<file path="src/rtl/matrix_bcm.sv">
// matrix_bcm: RGB LED matrix driver for 74HC595 chains. A Wishbone slave holds
// one {B,G,R} pixel word per LED; the scan engine shifts one row word at a time
// and uses binary-code modulation (plane b held HOLD_BASE<<b cycles).
module matrix_bcm #(
    parameter int ROWS          = 8,
    parameter int COLS          = 8,
    parameter int COLOR_BITS    = 4,
    parameter int HOLD_BASE     = 64,
    parameter int DIV_W         = 8,
    parameter int WB_DATA_WIDTH = 32,
    parameter int WB_ADDR_WIDTH = $clog2(ROWS*COLS),
    parameter int WB_SEL_WIDTH  = WB_DATA_WIDTH/8
) (
    input  logic                     clk,
    input  logic                     reset_n,
    input  logic [DIV_W-1:0]         i_clk_div,
    input  logic                     i_mode,
    output logic                     o_matrix_clk,
    output logic                     o_matrix_latch,
    output logic                     o_matrix_mosi,
    output logic                     o_frame_done,
    input  logic                     i_wb_cyc,
    input  logic                     i_wb_stb,
    input  logic                     i_wb_we,
    input  logic [WB_ADDR_WIDTH-1:0] i_wb_addr,
    input  logic [WB_SEL_WIDTH-1:0]  i_wb_sel,
    input  logic [WB_DATA_WIDTH-1:0] i_wb_wdata,
    output logic                     o_wb_ack,
    output logic                     o_wb_stall,
    output logic [WB_DATA_WIDTH-1:0] o_wb_rdata
);
    localparam int NPIX = ROWS * COLS;
    localparam int PW   = 3 * COLOR_BITS;
    localparam int LEN  = 3 * COLS + ROWS;
    localparam int RW   = $clog2(ROWS);
    localparam int PLW  = (COLOR_BITS > 1) ? $clog2(COLOR_BITS) : 1;
    localparam int BW   = $clog2(LEN + 1);
    localparam int HW   = $clog2(HOLD_BASE << (COLOR_BITS - 1)) + 1;

    typedef enum logic [2:0] {BLANK, LOAD, SHIFT, LATCH, HOLD} state_t;

    logic [1:0]  rst_sync;
    logic        rst_n;
    logic [PW-1:0] mem [NPIX];
    logic        addr_ok;
    logic        unused;

    state_t          state;
    logic [LEN-1:0]  shreg;
    logic [LEN-1:0]  load_word;
    logic [BW-1:0]   bit_cnt;
    logic [DIV_W-1:0] div_cnt;
    logic [DIV_W-1:0] div_q;
    logic            half;
    logic [1:0]      lph;
    logic [HW-1:0]   hold_cnt;
    logic [HW-1:0]   hold_len;
    logic [RW-1:0]   row;
    logic [PLW-1:0]  plane;
    logic [1:0]      colour;
    logic            mode_q;
    logic            blank_pass;
    logic            tick;
    logic            row_start;
    logic            mode_eff;

    assign o_wb_stall = 1'b0;
    assign addr_ok    = int'(i_wb_addr) < NPIX;
    assign unused     = ^{i_wb_wdata, i_wb_sel};

    assign tick      = (div_cnt == div_q);
    assign row_start = (plane == '0) && (colour == 2'd0);
    // mode/divider take effect only when a new row begins
    assign mode_eff  = row_start ? i_mode : mode_q;
    assign hold_len  = HW'(HOLD_BASE) << plane;

    // reset asserts asynchronously, releases two clocks after reset_n rises
    always_ff @(posedge clk or negedge reset_n) begin
        if (!reset_n) rst_sync <= '0;
        else          rst_sync <= {rst_sync[0], 1'b1};
    end
    assign rst_n = rst_sync[1];

    // Wishbone slave: ack every request next cycle, byte-masked pixel writes
    always_ff @(posedge clk or negedge rst_n) begin
        if (!rst_n) begin
            for (int i = 0; i < NPIX; i++) mem[i] <= '0;
            o_wb_ack   <= 1'b0;
            o_wb_rdata <= '0;
        end else begin
            o_wb_ack <= i_wb_cyc && i_wb_stb;
            if (i_wb_cyc && i_wb_stb) begin
                o_wb_rdata <= '0;
                if (addr_ok) begin
                    if (i_wb_we) begin
                        for (int b = 0; b < PW; b++)
                            if (i_wb_sel[b/8]) mem[i_wb_addr][b] <= i_wb_wdata[b];
                    end else begin
                        o_wb_rdata <= WB_DATA_WIDTH'(mem[i_wb_addr]);
                    end
                end
            end
        end
    end

    // row word for current (row, plane, colour); bit 0 leaves first, colours active-low
    always_comb begin
        load_word = '0;
        for (int c = 0; c < COLS; c++) begin
            load_word[c]        = !(mem[int'(row)*COLS + c][int'(plane)] &&
                                    (mode_eff || colour == 2'd0));
            load_word[COLS+c]   = !(mem[int'(row)*COLS + c][2*COLOR_BITS + int'(plane)] &&
                                    (mode_eff || colour == 2'd1));
            load_word[2*COLS+c] = !(mem[int'(row)*COLS + c][COLOR_BITS + int'(plane)] &&
                                    (mode_eff || colour == 2'd2));
        end
        for (int r = 0; r < ROWS; r++) load_word[3*COLS + r] = (r == int'(row));
    end

    // scan engine: blank word once, then shift/latch/hold per (row, plane, colour)
    always_ff @(posedge clk or negedge rst_n) begin
        if (!rst_n) begin
            state          <= BLANK;
            shreg          <= '0;
            bit_cnt        <= '0;
            div_cnt        <= '0;
            div_q          <= '0;
            half           <= 1'b0;
            lph            <= '0;
            hold_cnt       <= '0;
            row            <= '0;
            plane          <= '0;
            colour         <= '0;
            mode_q         <= 1'b0;
            blank_pass     <= 1'b0;
            o_matrix_clk   <= 1'b0;
            o_matrix_latch <= 1'b0;
            o_matrix_mosi  <= 1'b1;
            o_frame_done   <= 1'b0;
        end else begin
            o_frame_done <= 1'b0;
            div_cnt      <= tick ? '0 : div_cnt + DIV_W'(1);
            case (state)
                BLANK: begin
                    div_q      <= i_clk_div;
                    mode_q     <= i_mode;
                    shreg      <= {{ROWS{1'b0}}, {(3*COLS){1'b1}}};
                    bit_cnt    <= '0;
                    half       <= 1'b0;
                    div_cnt    <= '0;
                    blank_pass <= 1'b1;
                    state      <= SHIFT;
                end
                LOAD: begin
                    if (row_start) begin
                        div_q  <= i_clk_div;
                        mode_q <= i_mode;
                    end
                    shreg   <= load_word;
                    bit_cnt <= '0;
                    half    <= 1'b0;
                    div_cnt <= '0;
                    state   <= SHIFT;
                end
                SHIFT: if (tick) begin
                    if (!half) begin
                        o_matrix_mosi <= shreg[0];
                        o_matrix_clk  <= 1'b0;
                        half          <= 1'b1;
                    end else begin
                        o_matrix_clk <= 1'b1;
                        half         <= 1'b0;
                        shreg        <= shreg >> 1;
                        bit_cnt      <= bit_cnt + BW'(1);
                        if (bit_cnt == BW'(LEN - 1)) begin
                            lph   <= '0;
                            state <= LATCH;
                        end
                    end
                end
                LATCH: if (tick) begin
                    case (lph)
                        2'd0: begin
                            o_matrix_clk   <= 1'b0;
                            o_matrix_latch <= 1'b1;
                            lph            <= 2'd1;
                        end
                        2'd1: begin
                            o_matrix_latch <= 1'b0;
                            lph            <= 2'd2;
                        end
                        default: begin
                            lph <= '0;
                            if (blank_pass) begin
                                blank_pass <= 1'b0;
                                state      <= LOAD;
                            end else begin
                                hold_cnt <= '0;
                                state    <= HOLD;
                            end
                        end
                    endcase
                end
                HOLD: begin
                    if (hold_cnt == hold_len - HW'(1)) begin
                        state <= LOAD;
                        if (!mode_q && colour != 2'd2) begin
                            colour <= colour + 2'd1;
                        end else begin
                            colour <= '0;
                            if (plane != PLW'(COLOR_BITS - 1)) begin
                                plane <= plane + PLW'(1);
                            end else begin
                                plane <= '0;
                                if (row != RW'(ROWS - 1)) begin
                                    row <= row + RW'(1);
                                end else begin
                                    row          <= '0;
                                    o_frame_done <= 1'b1;
                                end
                            end
                        end
                    end else begin
                        hold_cnt <= hold_cnt + HW'(1);
                    end
                end
                default: state <= BLANK;
            endcase
        end
    end
endmodule

</file>
<file path="config.mk">
export PLATFORM = sky130hd
export DESIGN_NAME = matrix_bcm
export DESIGN_NICKNAME = d
export VERILOG_FILES = /design/src/rtl/matrix_bcm.sv
export SDC_FILE = /design/constraint.sdc
export NUM_CORES = 2
export LEC_CHECK = 0
export ABC_CLOCK_PERIOD_IN_PS = 33900
export BUFFER_PORTS_ARGS = -buffer_cell sky130_fd_sc_hd__buf_2
export CORE_MARGIN = 4
export CORE_UTILIZATION = 50
export CTS_CLUSTER_DIAMETER = 50
export DETAILED_ROUTE_END_ITERATION = 12
export PLACE_DENSITY = 0.66
export SYNTH_ARGS = -nofsm -noshare
export SYNTH_HDL_FRONTEND = slang
export SYNTH_SLANG_ARGS = --single-unit
</file>
<file path="constraint.sdc">
create_clock -name clk -period 33.9 [get_ports clk]
set_clock_uncertainty 0.2 [all_clocks]
set_input_delay 8.475 -clock clk [delete_from_list [all_inputs] [get_ports clk]]
set_output_delay 8.475 -clock clk [all_outputs]
set_load 0.005 [all_outputs]
</file>
==> impl_metrics.ini <==
[run_status]
status = complete, no violations

[hold_path]
hold_class = flop to flop
worstHoldStart = rst_sync[0]$_DFF_PN0_

[synth]
ys_seq_elements = 866
synth_compound_area_share_pct = 8.94
yosys.area_share.simple_pct = 5.47
synth_top_cell_by_area = dfrtp_1
ys.flop_type = dfrtp_1
synth_edf_count = 0
synthDistinctLibCells = 84
syn_inst = 3622
synth.avg_cell_area_sq_um = 12.9
synth_top_area_share_pct = 46.3
ys_warn_count = 0
synth_xor_area_share_pct = 0.505
synth_mux_area_share_pct = 34.4
async_flop_share_pct = 100
syn_area_sq_um = 46800
synthAdderAreaFrac_pct = 0.428
synth_top_family_by_area = multiplexers
ys_seq_area_share_pct = 46.3
synth.area.top_cells = dfrtp_1 46%, mux2_2 21%, mux4_2 10%, mux2i_1 3.3%, nor2_1 1.9%

[global_route]
grt_pass1_vias = 33411
grt_use_total_pct = 35.0
grt_max_degree = 164
grt_pass1_wl_um = 249000
antenna_found_initial = 9
grt_overflow = 0

[cells_and_area]
multiInputGateArea_sq_um = 23400
layout.area.seq_sq_um = 21700
final_nets = 3625
areaGrowthSynthToFinish_pct = 10.1
nFillCells = 7658
layout-drive-gt1-share_pct = 41.0

[place]
port_buffers = 50
dp_hpwl_um = 117000
globalplace.congestion = 1.00

[clock_tree]
clockBufferDepth = 3
post_cts.resized_instances = 0
cts_root_buf = clkbuf_16
clk_pin_slew_ns = 0.06
hold_buffers = 0
numCtsBuffers = 113
post_cts_buffers = 0
clkSinkCount = 866
clock_latency_ns = 0.73
cts_tree = yes
h-tree-depth = 3

[drt]
drc_errors = 0
wirelength_um = 174000
dr.first_iter.drc_count = 5058
wire_per_inst_um = 35.5
drt-pass1-iter-count = 5
ant_nets = 0
vias = 34492
via_per_inst = 7.06

[sta]
finalCriticalPeriod_ns = 12.62
fin_setup_tns_ns = 0
slew_violations = 0
rsz0062_at_grt = no
hold_viol_final = 0
maxSlewHeadroom_pct = 13.4
setup_viol = 0
max_freq_mhz = 79.2
worst_pin_slew_ns = 1.30
period_share_pct = 37.2

[power]
finalPower_mw = 2.51
ir_worst_vdd_mv = 0.0472
leakage_nw = 23.0
power_density_nw_per_um2 = 48.8

[floorplan]
core-area_sq_um = 92200
die_h_um = 314
dieArea_sq_um = 98500
rows = 111
ios = 94
start_util_pct = 50.7
die_x_um = 314

[worst_setup_path]
critPathArrivalTime_ns = 13.06
crit_path_end_kind = flop
reg2reg_slack_ns = 28.03
startpoint_type = primary input
rr_startpoint = row[0]$_DFFE_PN0P_
worstPathMaxFanout = 46
path_class = primary input to flop
required_ns = 34.35
worst_setup_path_startpoint = i_wb_addr[1]

[run]
cap_violations = 0
==> synth_stat cells, drive strengths merged, types with 4 or more instances <==
master	n
a21o	4
a21oi	92
a221o	26
a221oi	64
a222oi	5
a22o	14
a22oi	52
a31oi	37
a32oi	5
and2	11
and3	19
and3b	4
buf	174
clkbuf	147
dfrtp	865
ha	16
inv	19
mux2	864
mux2i	152
mux4	215
nand2	109
nand2b	5
nand3	24
nor2	312
nor2b	10
nor3	11
nor4	8
o2111ai	4
o21ai	101
o21bai	13
o221ai	30
o22a	8
o22ai	80
o2bb2ai	5
o31ai	5
o32ai	7
o41ai	20
or2	6
xor2	25
==> layer usage <==
metal / up-vias / wire length (um) / GRT usage (%)
met4: 6 / 9820 / 15.1
met1: 17869 / 67500 / 48.1
met5: - / 41 / 0
met3: 536 / 26300 / 16.0
met2: 2486 / 70000 / 47.5
li1: 13595 / - / -
==> layout by cell type, fill, tap and decap left out, types with 66 or more instances in the layout <==
| master | synthesis | layout |
|---|---|---|
| mux2i_1 | 152 | 152 |
| dfrtp_1 | 865 | 861 |
| nor2_2 | 72 | 72 |
| mux4_2 | 215 | 215 |
| o22ai_1 | 80 | 80 |
| nand2_1 | 100 | 100 |
| o21ai_0 | 99 | 99 |
| mux2_2 | 860 | 860 |
| a21oi_1 | 92 | 92 |
| buf_4 | 49 | 66 |
| nor2_1 | 236 | 235 |
| clkbuf_16 | 0 | 114 |
==> through the flow <==
stage	instances	setup WS (ns)	instance area [sq um]	util [%]	hold slack, ns
3_5_place_dp	4681	20.77	47500	51.5	0.139
4_1_cts	4883	21.50	51500	55.8	0.164
2_1_floorplan	3642	7.78	46900	-	0.131
6_report	4889	21.28	51500	55.8	0.158
5_1_grt	4883	21.28	51500	55.8	0.166
3_3_place_gp	4681	20.77	47500	51.5	0.141
==> logic make-up (layout without fill, tap and decap cells) <==
kind of cell | Yosys count | count (layout)
other cells | 2 | 28
compound gates | 599 | 599
xor+xnor | 27 | 27
fa+ha+maj | 16 | 16
buf+inv | 343 | 341
mux | 1231 | 1231
flops | 866 | 866
simple gates | 538 | 538
==> layout make-up <==
type / count / share of cell area (%)
Multi-Input combinational cell: 2433 / 45.4
Sequential cell: 866 / 42.1
Clock buffer: 150 / 6.15
Tap cell: 1243 / 3.02
Timing Repair Buffer: 117 / 1.55
Clock inverter: 52 / 1.54
Inverter: 22 / 0.160
Antenna cell: 6 / 0.0292
==> worst max-delay path: stages <==
cell,delay [ns]
buf_8,0.41
buf_4,0.64
buf_4,0.62
buf_4,0.50
and2_2,0.94
a221o_1,0.31
o31ai_1,0.12
a21oi_1,0.49
a2111oi_0,0.17
a31oi_1,0.23
==> worst paths after layout <==
path,end,cells after the start
max in group asynchronous,rst_sync[1]$_DFF_PN0_,1
worst max register to register,shreg[0]$_DFFE_PN0P_,9
worst min-delay path,rst_sync[1]$_DFF_PN0_,0
worst max-delay path,o_wb_rdata[7]$_DFFE_PN0P_,10
min in group asynchronous,mem[349]$_DFFE_PN0P_,0
worst min register to register,rst_sync[1]$_DFF_PN0_,0
==> registers in the layout, indices dropped and copies added, names as in the netlist, 2 cells and up <==
register / flops
o_wb_rdata: 12
div_q: 8
hold_cnt: 10
lph: 2
div_cnt: 8
colour: 2
row: 3
state: 3
shreg: 32
bit_cnt: 6
rst_sync: 2
mem: 768
plane: 2
==> report_power, final <==
group	total, mW	internal, mW	switching (mW)
sequential	1.09	1.06	0.0271
clock	1.26	0.767	0.493
combinational	0.165	0.0544	0.111
total	2.51	1.88	0.631
Power figures use the tool's default switching activity.
